$ cat src/rtl/riscvlong_sb_pkg.sv
// Shared types and constants for the long-pipeline register scoreboard.
package riscvlong_sb_pkg;

    // Result producer classes
    localparam logic [1:0] UNIT_ALU    = 2'd0;
    localparam logic [1:0] UNIT_LOAD   = 2'd1;
    localparam logic [1:0] UNIT_MULDIV = 2'd2;

    // Decode-stage operand bypass selects
    localparam logic [2:0] BYP_RF = 3'd0;
    localparam logic [2:0] BYP_X  = 3'd1;
    localparam logic [2:0] BYP_M  = 3'd2;
    localparam logic [2:0] BYP_X2 = 3'd3;
    localparam logic [2:0] BYP_X3 = 3'd4;
    localparam logic [2:0] BYP_W  = 3'd5;

    // Stage indices, youngest first
    localparam int unsigned STG_X   = 0;
    localparam int unsigned STG_M   = 1;
    localparam int unsigned STG_X2  = 2;
    localparam int unsigned STG_X3  = 3;
    localparam int unsigned STG_W   = 4;
    localparam int unsigned NUM_STG = 5;

    // Per-stage destination descriptor
    typedef struct packed {
        logic       val;
        logic [4:0] rd;
        logic [1:0] unit;
    } sb_desc_t;

    localparam int unsigned DESC_W = $bits(sb_desc_t);

    // True when a result of this producer class can be forwarded from this stage.
    // The reserved class 3 behaves like MULDIV.
    function automatic logic unit_ready(int unsigned stg, logic [1:0] unit);
        if (unit == UNIT_ALU) begin
            return 1'b1;
        end
        if (unit == UNIT_LOAD) begin
            return stg != STG_X;
        end
        return stg == STG_W;
    endfunction

    // Bypass select code for a stage index
    function automatic logic [2:0] stage_byp(int unsigned stg);
        case (stg)
            STG_X:   return BYP_X;
            STG_M:   return BYP_M;
            STG_X2:  return BYP_X2;
            STG_X3:  return BYP_X3;
            default: return BYP_W;
        endcase
    endfunction

endpackage

$ cat src/rtl/riscvlong_sb_operand_lookup.sv
// Priority match of one decode-stage source operand against the in-flight
// descriptors, plus the readiness check of the youngest matching producer.
module riscvlong_sb_operand_lookup
    import riscvlong_sb_pkg::*;
(
    input  logic                        dec_val,
    input  logic                        rs_en,
    input  logic [4:0]                  rs,
    input  logic [NUM_STG*DESC_W-1:0]   desc_vec,
    output logic [2:0]                  mux_sel,
    output logic                        not_ready
);

    sb_desc_t d;
    logic     found;

    // Youngest match wins; older matches are shadowed by the found flag
    always_comb begin
        mux_sel   = BYP_RF;
        not_ready = 1'b0;
        found     = 1'b0;
        d         = '0;
        for (int unsigned s = 0; s < NUM_STG; s++) begin
            d = desc_vec[s*DESC_W +: DESC_W];
            if (!found && dec_val && rs_en && (rs != 5'd0) && d.val && (d.rd == rs)) begin
                found = 1'b1;
                if (unit_ready(s, d.unit)) begin
                    mux_sel = stage_byp(s);
                end else begin
                    not_ready = 1'b1;
                end
            end
        end
    end

endmodule

$ cat src/rtl/riscvlong_core_scoreboard.sv
// Register-dependency scoreboard and bypass controller for the X/M/X2/X3/W
// pipeline: tracks one destination descriptor per stage, produces the
// decode operand bypass selects and the RAW stall request.
module riscvlong_core_scoreboard
    import riscvlong_sb_pkg::*;
#(
    parameter int unsigned CNT_W = 32
) (
    input  logic             clk,
    input  logic             reset,
    input  logic             dec_val_Dhl,
    input  logic [4:0]       rs1_Dhl,
    input  logic [4:0]       rs2_Dhl,
    input  logic             rs1_en_Dhl,
    input  logic             rs2_en_Dhl,
    input  logic [4:0]       rd_Dhl,
    input  logic             rf_wen_Dhl,
    input  logic [1:0]       unit_Dhl,
    input  logic             issue_Dhl,
    input  logic             stall_Xhl,
    input  logic             stall_Mhl,
    input  logic             stall_X2hl,
    input  logic             stall_X3hl,
    input  logic             stall_Whl,
    output logic [2:0]       rs1_mux_sel_Dhl,
    output logic [2:0]       rs2_mux_sel_Dhl,
    output logic             stall_raw_Dhl,
    output logic [31:0]      pend_vec,
    output logic [CNT_W-1:0] raw_stall_cnt
);

    sb_desc_t                  desc_q [NUM_STG];
    sb_desc_t                  desc_d [NUM_STG];
    logic [NUM_STG-1:0]        stall_vec;
    logic [NUM_STG*DESC_W-1:0] desc_vec;
    logic                      rs1_not_ready;
    logic                      rs2_not_ready;
    logic [CNT_W-1:0]          cnt_q;

    assign stall_vec = {stall_Whl, stall_X3hl, stall_X2hl, stall_Mhl, stall_Xhl};

    // Descriptor advance: hold on own stall, bubble behind a stalled predecessor
    always_comb begin
        for (int unsigned s = 0; s < NUM_STG; s++) begin
            desc_d[s] = desc_q[s];
        end
        if (!stall_vec[STG_X]) begin
            desc_d[STG_X].val  = issue_Dhl && rf_wen_Dhl && (rd_Dhl != 5'd0);
            desc_d[STG_X].rd   = rd_Dhl;
            desc_d[STG_X].unit = unit_Dhl;
        end
        for (int unsigned s = 1; s < NUM_STG; s++) begin
            if (!stall_vec[s]) begin
                desc_d[s] = stall_vec[s-1] ? '0 : desc_q[s-1];
            end
        end
    end

    // Descriptor registers; reset flushes every stage at once
    always_ff @(posedge clk) begin
        for (int unsigned s = 0; s < NUM_STG; s++) begin
            if (reset) begin
                desc_q[s] <= '0;
            end else begin
                desc_q[s] <= desc_d[s];
            end
        end
    end

    // Flatten descriptors for the operand lookups and build the pending vector
    always_comb begin
        desc_vec = '0;
        pend_vec = '0;
        for (int unsigned s = 0; s < NUM_STG; s++) begin
            desc_vec[s*DESC_W +: DESC_W] = desc_q[s];
            if (desc_q[s].val) begin
                pend_vec[desc_q[s].rd] = 1'b1;
            end
        end
    end

    riscvlong_sb_operand_lookup u_rs1_lookup (
        .dec_val   (dec_val_Dhl),
        .rs_en     (rs1_en_Dhl),
        .rs        (rs1_Dhl),
        .desc_vec  (desc_vec),
        .mux_sel   (rs1_mux_sel_Dhl),
        .not_ready (rs1_not_ready)
    );

    riscvlong_sb_operand_lookup u_rs2_lookup (
        .dec_val   (dec_val_Dhl),
        .rs_en     (rs2_en_Dhl),
        .rs        (rs2_Dhl),
        .desc_vec  (desc_vec),
        .mux_sel   (rs2_mux_sel_Dhl),
        .not_ready (rs2_not_ready)
    );

    assign stall_raw_Dhl = dec_val_Dhl && (rs1_not_ready || rs2_not_ready);

    // Saturating count of decode cycles lost to RAW hazards
    always_ff @(posedge clk) begin
        if (reset) begin
            cnt_q <= '0;
        end else if (dec_val_Dhl && stall_raw_Dhl && (cnt_q != {CNT_W{1'b1}})) begin
            cnt_q <= cnt_q + CNT_W'(1);
        end
    end

    assign raw_stall_cnt = cnt_q;

endmodule

$ cat config.mk
export PLATFORM = sky130hd
export DESIGN_NAME = riscvlong_core_scoreboard
export DESIGN_NICKNAME = d
export VERILOG_FILES = /design/src/rtl/riscvlong_sb_pkg.sv /design/src/rtl/riscvlong_sb_operand_lookup.sv /design/src/rtl/riscvlong_core_scoreboard.sv
export SDC_FILE = /design/constraint.sdc
export NUM_CORES = 1
export LEC_CHECK = 0
export BUFFER_PORTS_ARGS = -buffer_cell sky130_fd_sc_hd__clkbuf_2
export CORE_MARGIN = 5
export CORE_UTILIZATION = 35
export CTS_CLUSTER_DIAMETER = 40
export DETAILED_ROUTE_END_ITERATION = 8
export PLACE_DENSITY_LB_ADDON = 0.2
export SLEW_MARGIN = 40
export SYNTH_ARGS = -nofsm -noshare
export SYNTH_HDL_FRONTEND = slang
export SYNTH_SLANG_ARGS = --single-unit
$ cat constraint.sdc
create_clock -name clk -period 4.9 [get_ports clk]
set_input_delay 0.49 -clock clk [delete_from_list [all_inputs] [get_ports clk]]
set_output_delay 0.49 -clock clk [all_outputs]
set_load 0.05 [all_outputs]
**Word-level counts from Yosys, hierarchy flattened**

Memory sizes are Yosys's and may differ from the RTL's.
Index checks and enable logic that the tools add are counted.

- Mux-type cells: 160
- Eq/ne operators: 16
- Magnitude comparators: 10
- Reductions and logical operators: 75
- Bitwise operators: 9
- $add $sub $neg: 1

Operator list:

| operator | count |
|---|---|
| 32-bit 2-to-1 mux | 5 |
| 32-bit bitwise OR | 4 |
| 1-bit 2-to-1 mux | 120 |
| 8-bit 2-to-1 mux | 14 |
| 1-bit logical AND | 58 |
| 5-bit == test | 10 |
| 3-bit 2-to-1 mux | 16 |
| 32-bit by 1-bit adder with 32-bit output (second input constant) | 1 |
| 32-bit != test (second input constant) | 1 |
| 5-bit by 6-bit < comparator with 1-bit output (second input constant) | 5 |
| 1-bit demux with 5-bit select | 5 |
| 5-bit by 1-bit >= comparator with 1-bit output (second input constant) | 5 |
| 5-bit nonzero test | 3 |
| 2-bit by 1-bit == test with 1-bit output (second input constant) | 5 |
| 2-bit logical NOT | 5 |
| 1-bit logical NOT | 8 |
| 1-bit bitwise OR | 5 |
| 1-bit logical OR | 1 |

- Output and inout port bits: 71
- Memories: 1
- Memory bits (writable): 40
- Bits in registers: 32
- Word-level logic and storage cells: 273
- Input port bits: 29

Memory list:

| name | words | width | read ports | clocked after memory_dff | wr ports | line | source |
|---|---|---|---|---|---|---|---|
| desc_q | 5 | 8 | 5 | 0 | 5 | riscvlong_core_scoreboard.sv:32 | `sb_desc_t desc_q [NUM_STG];` |

**Depth between registers and ports, before layout**

Gate-level depths: netlist (run 1).

- Word-level depth: 44
- Mapped depth: 13
- Gate-level depth less buffers: 9

**Modules after synthesis**

From an unflattened synthesis (run 1), not the netlist that was laid out.

- Cell total of the unflattened synthesis: 698
- Area, all modules: 5,358.9 sq um

By module, submodules not included:

| module | seq. area each (sq um) | area each (sq um) | cells each | instances |
|---|---|---|---|---|
| riscvlong_core_scoreboard | 1,441.4 | 4,420.5 | 576 | 1 |
| riscvlong_sb_operand_lookup | 0.0 | 469.2 | 61 | 2 |

**Worst setup path before layout (run 1)**

No wires, ideal clock.

- Path type: input port to output port
- From: in rs2_Dhl[1]
- To: out stall_raw_Dhl
- Setup slack: 1.981 ns
- Buffers on the path: 3
- Arrival: 2.429 ns
- Stages: 10
- Cell sequence: buf_4 > or4_1 > o211ai_1 > a31o_2 > nor4b_2 > o21ai_1 > and4b_1 > buf_6 > buf_4 > inv_1

- Cells in the longest elaborated chain, start to end: 35
- Elaborated cells between the ends (all ways): 48
- Those cells by class: eq/ne: 5; mux: 13; reduce/logical: 30

RTL lines:

| item | line | source |
|---|---|---|
| start, declared | riscvlong_core_scoreboard.sv:13 | `input logic [4:0] rs2_Dhl,` |
| 5-bit nonzero test | riscvlong_sb_operand_lookup.sv:25 | `if (!found && dec_val && rs_en && (rs != 5'd0) && d.val && (d.rd == rs)) begin` |
| 1-bit logical AND (3 in a row) | riscvlong_sb_operand_lookup.sv:25 |  |
| 1-bit 2-to-1 mux | riscvlong_sb_operand_lookup.sv:25 |  |
| 1-bit logical NOT | riscvlong_sb_operand_lookup.sv:25 |  |
| 1-bit logical AND (5 in a row) | riscvlong_sb_operand_lookup.sv:25 |  |
| 1-bit 2-to-1 mux | riscvlong_sb_operand_lookup.sv:25 |  |
| 1-bit logical NOT | riscvlong_sb_operand_lookup.sv:25 |  |
| 1-bit logical AND (5 in a row) | riscvlong_sb_operand_lookup.sv:25 |  |
| 1-bit 2-to-1 mux | riscvlong_sb_operand_lookup.sv:25 |  |
| 1-bit logical NOT | riscvlong_sb_operand_lookup.sv:25 |  |
| 1-bit logical AND (5 in a row) | riscvlong_sb_operand_lookup.sv:25 |  |
| 1-bit 2-to-1 mux | riscvlong_sb_operand_lookup.sv:25 |  |
| 1-bit logical NOT | riscvlong_sb_operand_lookup.sv:25 |  |
| 1-bit logical AND (5 in a row) | riscvlong_sb_operand_lookup.sv:25 |  |
| 1-bit 2-to-1 mux * | riscvlong_sb_operand_lookup.sv:25 |  |
| 1-bit logical OR * | riscvlong_core_scoreboard.sv:100 | `assign stall_raw_Dhl = dec_val_Dhl && (rs1_not_ready \|\| rs2_not_ready);` |
| 1-bit logical AND * | riscvlong_core_scoreboard.sv:100 |  |
| end, declared | riscvlong_core_scoreboard.sv:27 | `output logic stall_raw_Dhl,` |

Mark *: on every way between the ends. The rest lies on a longest branch, timed or not.

==> flow_summary.ini, run 1 <==
[status]
status = completed

[critical_path]
critPathMaxFanout = 55
slowest_delay_ps = 690
r2r-end = raw_stall_cnt[3]
critPathKind = reg -> out
r2r_start = raw_stall_cnt[2]
crit_slowest_cell = dfxtp_1
ff2ff_path_depth = 8
start_kind = flip-flop
end_kind = output port
path_cells = xor2_1 > nor4_1 > a31o_2 > nor4b_2 > o21ai_1 > and4b_1 > buf_4 > inv_1 > clkbuf_2
cp_num_buf_inv = 3
regToRegSetupSlack_ps = 1750
cp.required_ps = 4410
worstPathArrival_ps = 3200
cp_top_family = buffers and inverters

[sta]
worstMarginPinSlew_ps = 761.0
fin_ws_ps = 1214
hold_violations = 0
skew_ps = 9.591
drv_slew = 0
max_freq_mhz = 271.3
tns_ps = 0
fin_crit_ps = 3686
grt_setup_unrepaired = false
setup_viol = 0
min_period_over_period_pct = 75.23
slew_headroom_pct = 49.27

[routing]
drt_iter0_markers = 549
dr.pass1.iters = 6
drc = 0
routed_wl_um = 18150
avgRoutedWirePerCell_um = 19.21
num_vias = 5793
ant_nets = 0
vias_per_cell = 6.130

[floorplanning]
ioPinCount = 100
die-height_um = 133.0
die-area_um2 = 17680
die_x_um = 133.0
coreArea_um2 = 15030
rows = 45
start_util_pct = 35.20

[global_routing]
antenna_found_initial = 0
grt-ovfl-total = 0
grt_max_degree = 73
grt_usage_pct = 19.44
grt_pass1_vias = 5453
grt_pass1_wl_um = 28210

[layout]
n_antenna_cell = 0
layout_commonest_cell = clkbuf_2
utilization_pct = 39.68
drive_gt1_share_pct = 17.97
instances_no_fill = 945
fillerInstances = 1564
multi_input_area_um2 = 3561
design_area_um2 = 5964
layout_common_cells = clkbuf_2, nor2_1, dfxtp_1
syn2layout_area_growth_pct = 12.72
nNetsFinal = 782
ff_latch_area_um2 = 1341

[pwr]
leakage_uw = 0.002197
power.density_nw_per_um2 = 220.1
vdd_drop_max_uv = 177.5

[clock_tree]
clk_latency_ps = 330
clockBufferDepth = 2
cts_root_buf = clkbuf_16
cts_resized = 0
cts_made_buffers = 9
cts-htree-levels = 3
holdBufCountCts = 0
cts.sinks = 67
cts_setup_buffers = 0
path_clk_slew_ps = 60
cts_tree = yes

[flow_run]
cap_viol_max_count = 0

[synth]
synth-main-ff-cell = dfxtp_1
syn-num-nets = 742
synth_top_area_cell = dfxtp_1
synth_cell_types = 49
ys_ff_latch = 67
ys_async_sr_fraction_pct = 0
netlist_area_um2 = 5291
synth.avg_cell_area_um2 = 7.432
synth_seq_area_share_pct = 25.35
syn_inst = 712
synth.area.top_cells = dfxtp_1, nor2_1, a22oi_1
synth_top_area_share_pct = 25.35
synth_edf_count = 0
yosysWarningCount = 0

[place]
pre_cts_slack_ps = 1391
dp.cells = 929
dp_hpwl_um = 12970
io_buffer_count = 99
place_congestion = 0.9400
place_area_um2 = 5659

[min_path]
whs_path_depth = 3
holdPathEnd = desc_q[0][0]
hp-class = in -> reg
hp-start = unit_Dhl[0]
==> per-layer routing <==
metal / track usage, % / part of all wire [%]
met5: 0 / 0
met4: 8.025 / 2.4
met3: 3.080 / 6.9
met2: 30.93 / 45
met1: 26.17 / 46
==> layout make-up <==
cell class	instances	share of cell area, %
Clock buffer	11	4.070
Multi-Input combinational cell	570	59.70
Sequential cell	67	22.49
Timing Repair Buffer	101	8.559
Inverter	3	0.1888
Clock inverter	5	1.049
Tap cell	188	3.944
==> cells in the mapped netlist (18+ instances only) <==
master and number:
a21oi_1 42, a22oi_1 47, clkbuf_1 45, dfxtp_1 67, nand2_1 34, nand3_1 42, nand3b_1 19, nand4_1 18
nor2_1 98, nor3b_1 31, o22ai_1 19, xor2_1 40
==> worst register-to-register path, stage by stage, from the launching register on <==
cell and delay [ps]:
dfxtp_1 430, and4_1 240, and2_1 200, and3_1 440, and4_1 460, nand3_1 600
nand3_1 290, nor2_1 70, mux2_1 320
==> state kept, by name, summed over array words and instances (netlist names) <==
signal,flops
raw_stall_cnt,32
desc_q,35
==> kinds of logic (layout without fill, tap and decap cells) <==
logic type	count (synthesis)	in the layout	synth area share (%)
XOR/XNOR	50	50	8.276
AO/OA/AOI/OAI	162	162	20.24
multiplexers	13	13	2.577
AND/OR/NAND/NOR	344	344	35.94
adder cells (fa/ha/maj)	1	1	0.2364
buffers and inverters	75	120	7.377
flip-flops	67	67	25.35
==> how the worst max path moves through the flow <==
stage                             from  slack, ps  cells past startpoint             to
after detailed placement    rs2_Dhl[1]       1390                     10  stall_raw_Dhl
after global routing      desc_q[0][3]        960                      9  stall_raw_Dhl
after floorplan             rs2_Dhl[1]       1980                     10  stall_raw_Dhl
final                     desc_q[0][3]       1210                      9  stall_raw_Dhl
after CTS                 desc_q[0][3]       1220                      9  stall_raw_Dhl
after global placement      rs2_Dhl[1]       1440                     10  stall_raw_Dhl
==> through the flow <==
step | hold WS, ps | total power (uW)
floorplan | 487.4 | 648.3
global placement | 477.4 | 670.5
detailed placement | 484.6 | 673.9
CTS | 397.9 | 1324
global route | 428.8 | 1356
finish | 403.7 | 1313
==> power by group <==
| group | internal (uW) | switching (uW) | total, uW |
|---|---|---|---|
| Clock | 409 | 239 | 649 |
| Sequential | 550 | 18.4 | 569 |
| Combinational | 34.3 | 60.9 | 95.2 |
Note: power is estimated with default switching activity, not from simulation.
==> run 2, diff against run 1 <==
Clock period 4.9 ns to 3.16 ns, I/O delays scaled along.
==> run 2 against run 1 <==
  * Routed wire length grew 0.76%
  * Die area is the same
  * Cell count grew 2.9%
  * Worst setup slack lost 1000 ps
  * Power grew 57%
  * Clock power grew 59%
  * Flip-flop and latch count is the same
  * Critical path type unchanged
  * Critical endpoint unchanged
  * Largest power group unchanged
==> flow_summary.ini, run 2 (synthesized netlist as in run 1, its figures left out) <==
[sta]
slew_headroom_pct = 56.27
whs_ps = 231.7
grt_setup_unrepaired = false
skew_ps = 10.76
drv_slew = 0
tns_ps = 0
setup_viol = 0
fin_ws_ps = 176.2
worstMarginPinSlew_ps = 656.0
max_freq_mhz = 335.1
hold_violations = 0
min_period_over_period_pct = 94.43
fin_crit_ps = 2984

[pwr]
power.density_nw_per_um2 = 333.8
vdd_drop_max_uv = 242.8
leakage_uw = 0.002358

[critical_path]
start_kind = flip-flop
path_cells = xor2_1 > nor4_1 > and3_1 > nor2b_1 > o22ai_1 > and4b_1 > buf_12 > inv_1 > clkbuf_2
critPathMaxFanout = 45
cp_num_cells = 9
cp_top_family = simple AND/OR/NAND/NOR gates
slowest_delay_ps = 360
crit_slowest_cell = nor4_1
cp_num_buf_inv = 3
critPathKind = reg -> out
end_kind = output port
ff2ff_path_depth = 8
worstPathArrival_ps = 2670
cp.required_ps = 2840

[floorplanning]
start_util_pct = 35.20
coreArea_um2 = 15030
die-area_um2 = 17680
die_x_um = 133.0
ioPinCount = 100
rows = 45
die-height_um = 133.0

[routing]
num_vias = 5818
drc = 0
drt_iter0_markers = 587
avgRoutedWirePerCell_um = 18.81
ant_nets = 0
dr.pass1.iters = 5
vias_per_cell = 5.986
routed_wl_um = 18290

[global_routing]
grt-ovfl-total = 0
grt_pass1_wl_um = 28860
grt_pass1_vias = 5474
grt_usage_pct = 19.93
antenna_found_initial = 0
grt_max_degree = 46

[place]
pre_cts_slack_ps = 220.1
io_buffer_count = 99
place_congestion = 0.9813
dp_hpwl_um = 13700

[clock_tree]
path_clk_slew_ps = 50
cts-htree-levels = 3
cts_root_buf = clkbuf_16
cts_setup_buffers = 0
cts_tree = yes
clockBufferDepth = 2
cts_made_buffers = 9
clk_latency_ps = 330
cts_resized = 0
cts.sinks = 67
holdBufCountCts = 0

[layout]
drive_gt1_share_pct = 21.05
layout_commonest_cell = clkbuf_2
nNetsFinal = 809
layout_common_cells = clkbuf_2, nor2_1, dfxtp_1
fillerInstances = 1512
n_antenna_cell = 0
largest-register = desc_q
syn2layout_area_growth_pct = 17.00
largest_reg_flops = 35

[min_path]
hp-class = in -> reg
whs_path_depth = 3

[flow_run]
cap_viol_max_count = 0

[status]
status = completed
==> run 2: metal layers <==
layer	up-vias	wire length, um	global-route usage, %
met5	-	0	0
met4	0	446	7.275
met3	41	1276	3.840
met2	283	8290	31.97
met1	2717	8275	26.58
li1	2777	-	-
==> run 2: per-stage QoR <==
step	cells	util, %	cell area (um2)	power [uW]
finish	972	41.18	6191	2066
global route	972	41.18	6191	2154
CTS	972	41.15	6186	2088
detailed placement	956	39.07	5873	1053
global placement	956	39.07	5873	1050
floorplan	712	-	5291	1005
==> run 2: worst paths after layout <==
check | to | startpoint | slack (ps)
worst max register to register | raw_stall_cnt[9] | raw_stall_cnt[11] | 450
worst max-delay path | stall_raw_Dhl | desc_q[0][6] | 180
worst min register to register | raw_stall_cnt[21] | raw_stall_cnt[21] | 490
worst min-delay path | desc_q[0][0] | unit_Dhl[0] | 230
==> run 2: power breakdown <==
group / total, uW / internal [uW] / switching, uW
clock: 1030 / 656 / 375
combinational: 172 / 60.2 / 112
sequential: 864 / 852 / 11.4
total: 2070 / 1570 / 498
==> run 2: layout make-up <==
| cell class | instances | area [um2] | area share (%) |
|---|---|---|---|
| multi-input combinational | 570 | 3560 | 57.50 |
| sequential | 67 | 1346 | 21.75 |
| timing repair buffer | 128 | 725.7 | 11.72 |
| clock buffer | 11 | 252.7 | 4.082 |
| tap | 188 | 235.2 | 3.800 |
| clock inverter | 5 | 60.06 | 0.9701 |
| inverter | 3 | 11.26 | 0.1819 |
==> run 2: worst register-to-register path, cell delays in order (launching register included) <==
cell	delay (ps)
dfxtp_1	330
and3_1	220
and3_1	240
and4_1	250
and4_1	330
and3_1	390
buf_4	240
or4_1	470
a21oi_1	160
